### src/rtl/tx_arbiter.sv
// -----------------------------------------------------------------------------
// tx_arbiter
//
// Purpose:
//   Round-robin arbiter that shares one UART transmitter between N_CH
//   byte-stream requesters. Bytes are accepted over per-channel valid/ready
//   and handed to the transmitter through its drl/load/din handshake. A
//   multi-byte packet (up to and including the byte flagged req_last) locks
//   the arbiter onto its channel so packets are never interleaved.
//
// Ports:
//   clk        in   system clock, rising edge
//   res        in   synchronous active-high reset (shared with the transmitter)
//   req_valid  in   [N_CH]    per-channel byte available
//   req_data   in   [8*N_CH]  per-channel byte, channel i at [8*i+7:8*i]
//   req_last   in   [N_CH]    per-channel end-of-packet flag
//   req_ready  out  [N_CH]    one-hot accept strobe (IDLE only)
//   tx_drl     out            data-ready-to-load request to the transmitter
//   tx_load    in             transmitter load pulse
//   tx_din     out  [8]       byte presented to the transmitter
//   gnt_ch     out  [CH_BITS] channel that last won the transmitter
//   busy       out            not IDLE, or a packet lock is held
//   byte_cnt   out  [CNT_W]   bytes handed to the transmitter (wrapping)
// -----------------------------------------------------------------------------
module tx_arbiter #(
  parameter  int CH_BITS = 2,
  parameter  int CNT_W   = 16,
  localparam int N_CH    = 2 ** CH_BITS
) (
  input  logic                 clk,
  input  logic                 res,
  input  logic [N_CH-1:0]      req_valid,
  input  logic [8*N_CH-1:0]    req_data,
  input  logic [N_CH-1:0]      req_last,
  output logic [N_CH-1:0]      req_ready,
  output logic                 tx_drl,
  input  logic                 tx_load,
  output logic [7:0]           tx_din,
  output logic [CH_BITS-1:0]   gnt_ch,
  output logic                 busy,
  output logic [CNT_W-1:0]     byte_cnt
);

  typedef enum logic [1:0] {
    IDLE = 2'd0,
    REQ  = 2'd1,
    HOLD = 2'd2
  } state_t;

  state_t             state_q, state_d;
  logic [CH_BITS-1:0] ptr_q, ptr_d;
  logic               lock_q, lock_d;
  logic [CH_BITS-1:0] lock_ch_q, lock_ch_d;
  logic               last_q, last_d;
  logic [7:0]         din_q, din_d;
  logic [CH_BITS-1:0] gnt_q, gnt_d;
  logic [CNT_W-1:0]   cnt_q, cnt_d;

  logic [CH_BITS-1:0] win;
  logic               win_vld;
  logic               accept;

  // Round-robin search starting at ptr. The loop runs from the farthest
  // offset down to offset 0 so the closest eligible channel is assigned last
  // and therefore wins. While locked only lock_ch is eligible.
  always_comb begin
    logic [CH_BITS-1:0] idx;
    win     = ptr_q;
    win_vld = 1'b0;
    idx     = ptr_q;
    for (int i = N_CH - 1; i >= 0; i--) begin
      idx = ptr_q + CH_BITS'(i);
      if (req_valid[idx] && (!lock_q || idx == lock_ch_q)) begin
        win     = idx;
        win_vld = 1'b1;
      end
    end
  end

  assign accept = (state_q == IDLE) && win_vld;

  // State register. Every register, including the packet lock, is cleared so
  // a reset mid-packet leaves nothing behind.
  // NOTE: sequential state uses non-blocking assignments so every register
  // samples the pre-edge values of the others, independent of statement order.
  always_ff @(posedge clk) begin
    if (res) begin
      state_q   <= IDLE;
      ptr_q     <= '0;
      lock_q    <= 1'b0;
      lock_ch_q <= '0;
      last_q    <= 1'b0;
      din_q     <= 8'h00;
      gnt_q     <= '0;
      cnt_q     <= '0;
    end else begin
      state_q   <= state_d;
      ptr_q     <= ptr_d;
      lock_q    <= lock_d;
      lock_ch_q <= lock_ch_d;
      last_q    <= last_d;
      din_q     <= din_d;
      gnt_q     <= gnt_d;
      cnt_q     <= cnt_d;
    end
  end

  // Next-state and datapath update.
  // NOTE: every signal gets a hold-value default before the case so no path
  // leaves it unassigned, which would otherwise infer a latch.
  always_comb begin
    state_d   = state_q;
    ptr_d     = ptr_q;
    lock_d    = lock_q;
    lock_ch_d = lock_ch_q;
    last_d    = last_q;
    din_d     = din_q;
    gnt_d     = gnt_q;
    cnt_d     = cnt_q;
    unique case (state_q)
      IDLE: begin
        if (accept) begin
          din_d   = req_data[8*win +: 8];
          gnt_d   = win;
          last_d  = req_last[win];
          if (!req_last[win]) begin
            lock_d    = 1'b1;
            lock_ch_d = win;
          end
          state_d = REQ;
        end
      end
      REQ: begin
        if (tx_load) state_d = HOLD;
      end
      HOLD: begin
        // din_q is untouched here: the transmitter samples it this cycle.
        cnt_d = cnt_q + 1'b1;
        if (last_q) begin
          lock_d = 1'b0;
          ptr_d  = gnt_q + 1'b1;
        end
        state_d = IDLE;
      end
      default: state_d = IDLE;
    endcase
  end

  // Outputs decoded from state; req_ready is combinational from req_valid.
  always_comb begin
    req_ready = '0;
    if (accept) req_ready[win] = 1'b1;
    tx_drl = (state_q == REQ);
    busy   = (state_q != IDLE) || lock_q;
  end

  assign tx_din   = din_q;
  assign gnt_ch   = gnt_q;
  assign byte_cnt = cnt_q;

endmodule

### config.mk
export PLATFORM = sky130hd
export DESIGN_NAME = tx_arbiter
export DESIGN_NICKNAME = d
export VERILOG_FILES = /design/src/rtl/tx_arbiter.sv
export SDC_FILE = /design/constraint.sdc
export NUM_CORES = 1
export LEC_CHECK = 0
export BUFFER_PORTS_ARGS = -buffer_cell sky130_fd_sc_hd__buf_2
export CORE_MARGIN = 3
export CORE_UTILIZATION = 50
export CTS_CLUSTER_SIZE = 8
export DETAILED_ROUTE_END_ITERATION = 7
export GPL_TIMING_DRIVEN = 0
export PLACE_DENSITY = 0.88
export SLEW_MARGIN = 0
export SYNTH_ARGS = -nofsm -noshare
export SYNTH_HDL_FRONTEND = slang
export SYNTH_SLANG_ARGS = --single-unit
export TNS_END_PERCENT = 50
### constraint.sdc
create_clock -name clk -period 4.7 [get_ports clk]
set_input_delay 0.705 -clock clk [delete_from_list [all_inputs] [get_ports clk]]
set_output_delay 0.705 -clock clk [all_outputs]
set_load 0.01 [all_outputs]
* After elaboration in Yosys (flattened, before gate mapping)
Index checks and enable logic that the tools add are counted.
** Operators by class
- Add/sub/neg operators :: 5
- Order comparisons :: 6
- Equal/unequal tests :: 10
- Shift-type cells :: 1
- Mux-type cells :: 28
- Bitwise operators :: 1
- Reduce and logical (&&, ||, !) cells :: 20
** Operators with widths (count)
- $shiftx A32 B6 Y8 :: 1
- $add A16 B1 Y16 const B :: 1
- $lt A2 B3 Y1 const B :: 5
- $mux W1 :: 13
- $mux W2 :: 6
- $bmux W1 S2 :: 5
- $eq A2 B2 Y1 :: 4
- $logic_and A1 B1 Y1 :: 6
- $ne A2 B2 Y1 const B :: 3
- $reduce_and A2 Y1 :: 3
- $logic_or A1 B1 Y1 :: 5
- $add A2 B1 Y2 const B :: 2
- $add A2 B2 Y2 const B :: 2
- $mux W4 :: 1
- $pmux W2 S2 :: 1
- $reduce_and A4 Y1 :: 1
- $reduce_bool A2 Y1 :: 2
- $reduce_and A3 Y1 :: 1
- $demux W1 S2 :: 1
- $eq A2 B1 Y1 const B :: 1
- $eq A2 B2 Y1 const B :: 1
- $ge A2 B1 Y1 const B :: 1
- $logic_not A2 Y1 :: 1
- $ne A2 B1 Y1 const B :: 1
- 3 further kinds :: 3
** Word-level totals
- Flip-flop bits (word level) :: 34
- Input port bits :: 43
- Logic and storage cells :: 79

* Longest topological paths before layout
- Word-level depth :: 13
- Depth in mapped cells :: 10
- Depth with buffers taken out :: 8

* Least setup slack after synthesis
No wires, ideal clock.
- Kind :: in2out
- Start point :: input port req_valid[1]
- End point :: output port req_ready[1]
- Arrival time :: 2.335 ns
- Required time :: 3.995 ns
- Path slack :: 1.660 ns
- Stages :: 7
- Buffers on the path :: 1
- Path through :: mux2_2 -> a22o_1 -> o21bai_1 -> o31ai_1 -> a32oi_4 -> buf_6 -> nor3b_1
** On the way
- Longest elaborated chain between the ends :: 12
- Elaborated cells between the ends (all ways) :: 27
- Classes of those cells :: order compare (2); mux (19); reduce/logical (6)
** Ends and longest elaborated chain
- from (decl) :: line 32 : input logic [N_CH-1:0] req_valid,
- $bmux W1 S2 :: line 73 : if (req_valid[idx] && (!lock_q || idx == lock_ch_q)) begin
- $mux W1 (not written as such) :: line 73
- $logic_and A1 B1 Y1 :: line 73
- $mux W2 (4 in a row) :: line 73
- $lt A2 B3 Y1 (not written as such) / $ge A2 B1 Y1 (equally long branches) :: line 152 : if (accept) req_ready[win] = 1'b1;
- $logic_and A1 B1 Y1 (not written as such) :: line 152
- $mux W1 (not written as such) :: line 152
- $demux W1 S2 :: line 152
- $mux W4 * :: line 152
- to (decl) :: line 35 : output logic [N_CH-1:0] req_ready,
Every way passes the cells marked *; elsewhere a longest branch is shown, timed or not. The select of a mux whose other input is x is not followed.

* Worst setup path after layout
- Start point :: register ptr_q[0]
- End point :: output port req_ready[3]
** On the way
- Longest elaborated chain between the ends :: 13
- Elaborated cells between the ends (all ways) :: 38
- Classes of those cells :: add/sub (3); order compare (2); eq/ne (4); mux (19); reduce/logical (10)
** Ends and longest elaborated chain
- from (decl) :: line 51 : logic [CH_BITS-1:0] ptr_q, ptr_d;
- from (signal assigned) :: line 98 : ptr_q <= ptr_d;
- $add A2 B2 Y2 :: line 72 : idx = ptr_q + CH_BITS'(i);
- $bmux W1 S2 / $eq A2 B2 Y1 (equally long branches) :: line 73
- $mux W1 (not written as such) / $logic_or A1 B1 Y1 (equally long branches) :: line 73
- $logic_and A1 B1 Y1 :: line 73
- $mux W2 (4 in a row) :: line 73
- $lt A2 B3 Y1 (not written as such) / $ge A2 B1 Y1 (equally long branches) :: line 152
- $logic_and A1 B1 Y1 (not written as such) :: line 152
- $mux W1 (not written as such) :: line 152
- $demux W1 S2 :: line 152
- $mux W4 * :: line 152
Marked as above.

==> run metrics <==
synth unique cells 50; number of DRC markers in iteration 0 114; most frequent CP cell buf_2; critical-path maximum fanout 10; maximum clock frequency 283.4 MHz; Clock Tree Buf Depth 2; CTS tree built; # nets final 362; Clock power frac 27.5%; Mapped Nets 282; Yosys reg bits 34; # rows 23; vias 2024; yosys warns 0; Post-CTS Hold Buffers 0; clock sink total 34; TritonRoute pass-1 iters 4; die extent in x just over 70 um; Slew @ Worst Pin about 0.60 ns; Non-Filler Instances 368; # IOs 75; layout cell share with drive strength beyond 1 33.65%; Slew HR 60.22%; Sw Share 32.99%; Post CTS Setup Buffer Count 0; top cells by area, synth dfxtp_1 32%, mux2i_1 11%, mux2_2 6.4%; via/cell ratio 5.500; Logic pwr share between 30% and 40%; Fin. Hold Viols 0; CTS Buf Count 5; Post-DP HPWL 3968 um; drt drc 0; crit path max-delay cell type dfxtp_1; core footprint 0.004058 mm2; CTS root buffer clkbuf_8; RSZ-0062 raised after global routing false; Remaining Overflow, GRT 0; worst setup margin 1.172 ns; EDFF count, synth 0; worst min-delay path category reg -> reg; Req. time, crit path around 4.0 ns; Initial Utilization 52.20%; async set-reset flop share out of synthesis 0%; GRT Total Usage 21.37%; Net Sw Power 0.3331 mW; fin crit share 75.07%; HP Start tx_din[0]; r2r setup slk 1.85 ns; H-tree lvl count 2; per-cell routed wire length 14.26 um; Setup CP Type reg -> out; vias in the first global route 1887; synthesized area per cell 8.900 um2; post-CTS sizing 0; max-cap violations 0; post-placement cell count 361; top_reg_cell synth dfxtp_1; hold-critical path depth 2; CTS clock-pin slew for the worst setup and hold paths approximately 0.07 ns; leak pwr about 1.2 nW; skew final 0.01353 ns; Seq pwr share 34.0%; Total Routed Length 5248 um; power per cell area 379.8 mW/mm2; Die Footprint 0.005054 mm2; final setup vio count 0; PortBufs 73; Seq/Total Area, Yosys 32.13%; number of diodes 0; clock latency at the later pin of the worst-skew pair between 0.2 and 0.3 ns; setup TNS 0 ns; DP Worst Slack ~1.3 ns; minimum clock period 3.528 ns; Yosys top cell area share 32.13%; r2r endpoint tx_din[7]; internal power around 0.68 mW; CP max stage delay 0.41 ns; fin. max-slew vios 0; cells along the critical path buf_2 -> xor2_1 -> o21ai_0 -> a211o_1 -> a22o_1 -> a32oi_4 -> inv_2 -> nor3b_1 -> buf_2; largest area contributor in the netlist dfxtp_1; CP startpoint kind flip-flop; Worst Hold End tx_din[0]; DRT antenna net count 0; outcome finished clean; area grow syn2layout 25.52%; Reg2Reg Depth 9; CP Data Arrival Time about 2.8 ns; Die Height a little over 70 um; VDD IR max 331.9 uV; Setup crit end kind output pin; RR Startpoint ptr_q[0]; RePlAce Congestion 0.8368; initial antenna violation count 0; Syn Inst Count 238; largest net degree at the start of global routing 11; Post-Syn Area 0.002118 mm2; global-route wire length before repair 8549 um
## worst max-delay path by stage
| stage | from | to |
|---|---|---|
| 4_1_cts | ptr_q[0] | req_ready[3] |
| 6_report | ptr_q[0] | req_ready[3] |
| 3_5_place_dp | req_valid[1] | req_ready[2] |
| 2_1_floorplan | req_valid[1] | req_ready[1] |
| 3_3_place_gp | req_valid[1] | req_ready[0] |
| 5_1_grt | ptr_q[0] | req_ready[0] |
## placed cells by master, fill, tap and decap left out, drive strengths merged, types with 3 or more instances in the layout
cell type and n:
a211oi 4, o21ai 8, dfxtp 34, mux2 14, a22oi 3, inv 6, nor2 23, nor3b 3
or3 5, nor2b 8, and3 3, o22ai 9, nand2 11, buf 80, nand2b 12, xnor2 6
mux2i 24, nand3 5, xor2 9, clkbuf 15, and2 3, a21oi 11
## flip-flops by register name, indices dropped and copies added, names as in the netlist
register,cells
byte_cnt,16
gnt_ch,2
last_q,1
lock_ch_q,2
lock_q,1
ptr_q,2
state_q,2
tx_din,8
## worst max-delay path: cells and delay by family, from the launching register on
| kind | cells | cell delay, ns |
|---|---|---|
| flops | 1 | 0.41 |
| buf+inv | 3 | 0.54 |
| simple gates | 1 | 0.21 |
| compound gates | 4 | 1.08 |
| xor+xnor | 1 | 0.30 |
## layer usage
layer	GRT usage [%]	wire length, um
met1	25.64	2210
met2	36.46	2667
met3	5.398	235
met4	8.559	136
met5	0	0
## metrics by stage
step           power, mW  hold WS, ns  utilization [%]  area [um2]
2_1_floorplan     0.6296       0.4593                -        2118
3_3_place_gp      0.7238       0.4701            62.75        2546
3_5_place_dp      0.7339       0.4768            62.75        2546
4_1_cts            1.012       0.4913            65.53        2659
5_1_grt            1.064       0.5054            65.53        2659
6_report           1.010       0.4867            65.53        2659
## power groups by stage
stage	registers (mW)	logic [mW]	clock network [mW]
3_5_place_dp	0.349	0.385	0
6_report	0.344	0.389	0.278
3_3_place_gp	0.348	0.376	0
5_1_grt	0.348	0.425	0.292
2_1_floorplan	0.357	0.272	0
4_1_cts	0.343	0.387	0.281
## synth_stat cells (all sizes together) (4+ instances only)
library cell / number
a21oi: 11
mux2: 14
nor2b: 8
or3: 5
dfxtp: 34
nor2: 23
nand3: 5
clkbuf: 9
a211oi: 4
buf: 7
xor2: 9
o21ai: 8
nand2b: 12
xnor2: 6
nand2: 11
o22ai: 9
mux2i: 24
inv: 6
## cell type report
type	instances	area (um2)
Multi-Input combinational cell	182	1330
Sequential cell	34	680.7
Timing Repair Buffer	73	365.4
Inverter	6	22.52
Clock buffer	6	82.58
Fill cell	337	1399
Clock inverter	1	30.03
Buffer	16	85.08
Tap cell	50	62.56
## kinds of logic after synthesis
| group | Yosys count | synth area share, % |
|---|---|---|
| compound gates | 47 | 16.18 |
| xor+xnor | 15 | 6.911 |
| fa+ha+maj | 1 | 0.5906 |
| buf+inv | 22 | 5.079 |
| flops | 34 | 32.13 |
| mux | 38 | 18.96 |
| simple gates | 81 | 20.14 |
No activity file was read; power rests on OpenSTA's default activity.
